File: src/rtl/sn74_ls298.sv
// 74LS298-style quad 2-port register: a WIDTH-bit 2:1 word mux feeding a
// falling-edge storage register with asynchronous active-high clear.
module sn74_ls298 #(
    parameter int WIDTH = 4
) (
    input  logic             clk,
    input  logic             rst,
    input  logic [WIDTH-1:0] s1,
    input  logic [WIDTH-1:0] s2,
    input  logic             ws,
    output logic [WIDTH-1:0] q
);

    logic [WIDTH-1:0] w_sel;
    logic [WIDTH-1:0] r_q;

    // An unknown ws resolves per bit: agreeing bits pass through, others go X.
    assign w_sel = ws ? s2 : s1;

    always_ff @(negedge clk or posedge rst) begin
        if (rst) begin
            r_q <= '0;
        end else begin
            r_q <= w_sel;
        end
    end

    assign q = r_q;

endmodule

File: config.mk
export PLATFORM = sky130hd
export DESIGN_NAME = sn74_ls298
export DESIGN_NICKNAME = d
export VERILOG_FILES = /design/src/rtl/sn74_ls298.sv
export SDC_FILE = /design/constraint.sdc
export NUM_CORES = 1
export LEC_CHECK = 0
export BUFFER_PORTS_ARGS = -buffer_cell sky130_fd_sc_hd__clkbuf_2
export CAP_MARGIN = 20
export CORE_AREA = 3 3 40 42
export CTS_BUF_LIST = sky130_fd_sc_hd__clkbuf_8
export DETAILED_ROUTE_END_ITERATION = 8
export DIE_AREA = 0 0 43 45
export PLACE_DENSITY = 0.37
export SYNTH_ARGS = -nofsm -noshare
export SYNTH_HDL_FRONTEND = slang
export SYNTH_SLANG_ARGS = --single-unit
File: constraint.sdc
create_clock -name clk -period 0.8 [get_ports clk]
set_clock_uncertainty 0.2 [all_clocks]
set_input_delay 0.08 -clock clk [delete_from_list [all_inputs] [get_ports clk]]
set_output_delay 0.08 -clock clk [all_outputs]
set_load 0.005 [all_outputs]
**Word level (Yosys, flattened, before mapping)**

Index checks and enable logic that the tools add are counted.

- Logic and storage cells: 2
- Output and inout bits: 4
- Input port bits: 11
- Bits in registers: 4

- Muxes and demuxes: 1

Operators with widths:

| cell | number |
|---|---|
| two-way mux 4 bit | 1 |

**Longest topological paths before layout**

- Word-level depth: 1
- Gate-level depth with buffers: 1
- Mapped depth without buffers: 1

==> reports/qor.yml <==
multiInputGateArea_um2: 60.1
grt_pass1_vias: 148
antenna_found_initial: 0
ys_ff_latch: 4
clk_pin_slew_worst_paths_ns: 0.03
drt-vias-per-instance: 3.15
cts_tree: "yes"
io_pins: 15
cts_sinks: 4
avgSynthCellArea_um2: 16.5
grt_overflow: 0
drc: 0
final_max_slew_viol_count: 0
dieArea_mm2: 0.00194
drt-pass1-iter-count: 1
dieHeight_um: 45
status: "complete, but fails checks"
grt_max_degree: 5
fill_cells: 142
violations: "hold timing, setup timing"
place_ws_ns: -0.515
required_ns: 0.52
syn2layout_area_growth_pct: 111
final_cell_area_um2: 314
gr-usage-all-layers: 0.0485
setup_violations: 8
layoutNonFillerInstCount: 41
crit_fanout: 1
cts_made_buffers: 3
path_cells: "clkbuf_2"
critPathLaunch: "q[1]"
startpoint_type: "flop"
antenna_cells: 0
hold_violations: 4
syn_nets: 20
ys_warn_count: 0
routed_wl_um: 380
cap_violations: 0
placed_cells: 38
rsz0062_at_grt: "true"
port_buffers: 14
largest_reg_flops: 4
placed_area_um2: 253
root_buffer: "clkbuf_8"
worst_path_dominant_cell_family: "flip-flops"
initialDrtViolationCount: 0
worst_path_max_delay_cell: "dfrtn_1"
grt_first_pass_wirelength_um: 600
ir_worst_vdd_v: 0.000477
synth_top_area_share: 0.672
clockBufferDepth: 2
avgRoutedWirePerCell_um: 9.27
cp.arrival_ns: 1.12
end_kind: "output port"
htreeDepth: 1
yosysTopAreaCell: "dfrtn_1"
synthesis.area_um2: 149
post_cts_buffers: 0
slowest_delay_ns: 0.38
postLayoutCoreUtil: 0.244
rows: 13
nNetsFinal: 39
drtAntennaViolNets: 0
hold_class: "in -> async"
vias: 129
p_per_area_mw_per_mm2: 2310
ys_seq_area_frac: 0.672
hold_ws_ns: -0.215
synth_area_leaders: "dfrtn_1 67%, mux2_2 30%, inv_1 2.5%"
place_congestion: 0.571
final-seq-area_um2: 100
critPathKind: "reg -> out"
max_slew.worst_pin.slew_ns: 0.143
power.leakage_uw: 0.000172
setup_ws_ns: -0.600
die-width_um: 43
yosysUniqueCellTypes: 3
fin_tns_setup_ns: -3.23
core_area_mm2: 0.00128
slew_headroom: 0.904
layout-drive-gt1-share: 0.808
start_util: 0.116
crit_buf_inv: 1
synthCells: 9
## layout make-up
| cell class | count | area share |
|---|---|---|
| clock buffer | 3 | 0.131 |
| inverter | 1 | 0.0120 |
| timing repair buffer | 14 | 0.287 |
| multi-input combinational | 4 | 0.191 |
| tap | 15 | 0.0598 |
| sequential | 4 | 0.319 |
## through the flow
| stage | power, uW | hold slack [ns] |
|---|---|---|
| 3_3_place_gp | 305 | 0.0362 |
| 3_5_place_dp | 307 | 0.0380 |
| 4_1_cts | 741 | -0.212 |
| 6_report | 726 | -0.215 |
| 2_1_floorplan | 259 | -0.0629 |
| 5_1_grt | 766 | -0.190 |
## power breakdown
| part | switching, uW | internal, uW |
|---|---|---|
| sequential | 3.13 | 221 |
| combinational | 26.5 | 60.2 |
| clock | 94.9 | 320 |
| total | 124 | 601 |
## repair_timing
| item | CTS | global route |
|---|---|---|
| resized for setup | 3 | 2 |
| hold endpoints to repair | 4 | 4 |
| gates cloned | 0 | 0 |
| endpoints found under the setup margin | 8 | 8 |
| pin swaps | 0 | 0 |
## logic make-up (layout without fill, tap and decap cells)
| kind of cell | after synthesis | in the layout | share of synthesized area |
|---|---|---|---|
| mux | 4 | 4 | 0.302 |
| buf+inv | 1 | 18 | 0.0252 |
| flops | 4 | 4 | 0.672 |
## worst paths after layout
path | endpoint | depth (start not counted) | slack [ns]
setup / recovery | q[1] | 1 | -0.60
hold / removal | q[2] | 2 | -0.21
max in group asynchronous | q[3] | 2 | 0.44
min in group clk | q[3] | 2 | 0.16
## synthesized netlist by cell type (all sizes together)
master  count
mux2        4
inv         1
dfrtn       4
## layer usage
metal  up-vias  global-route usage  wire length, um
met5         -                   0                0
met4         0              0.0542                0
met3         0              0.0398               78
met2        15              0.0599              144
met1        50              0.0465              157
li1         64                   -                -
## cell usage in the layout, fill, tap and decap left out, drive strengths merged
cell	count
dfrtn	4
clkbuf	15
mux2	4
buf	2
inv	1
Power figures use the tool's default switching activity.
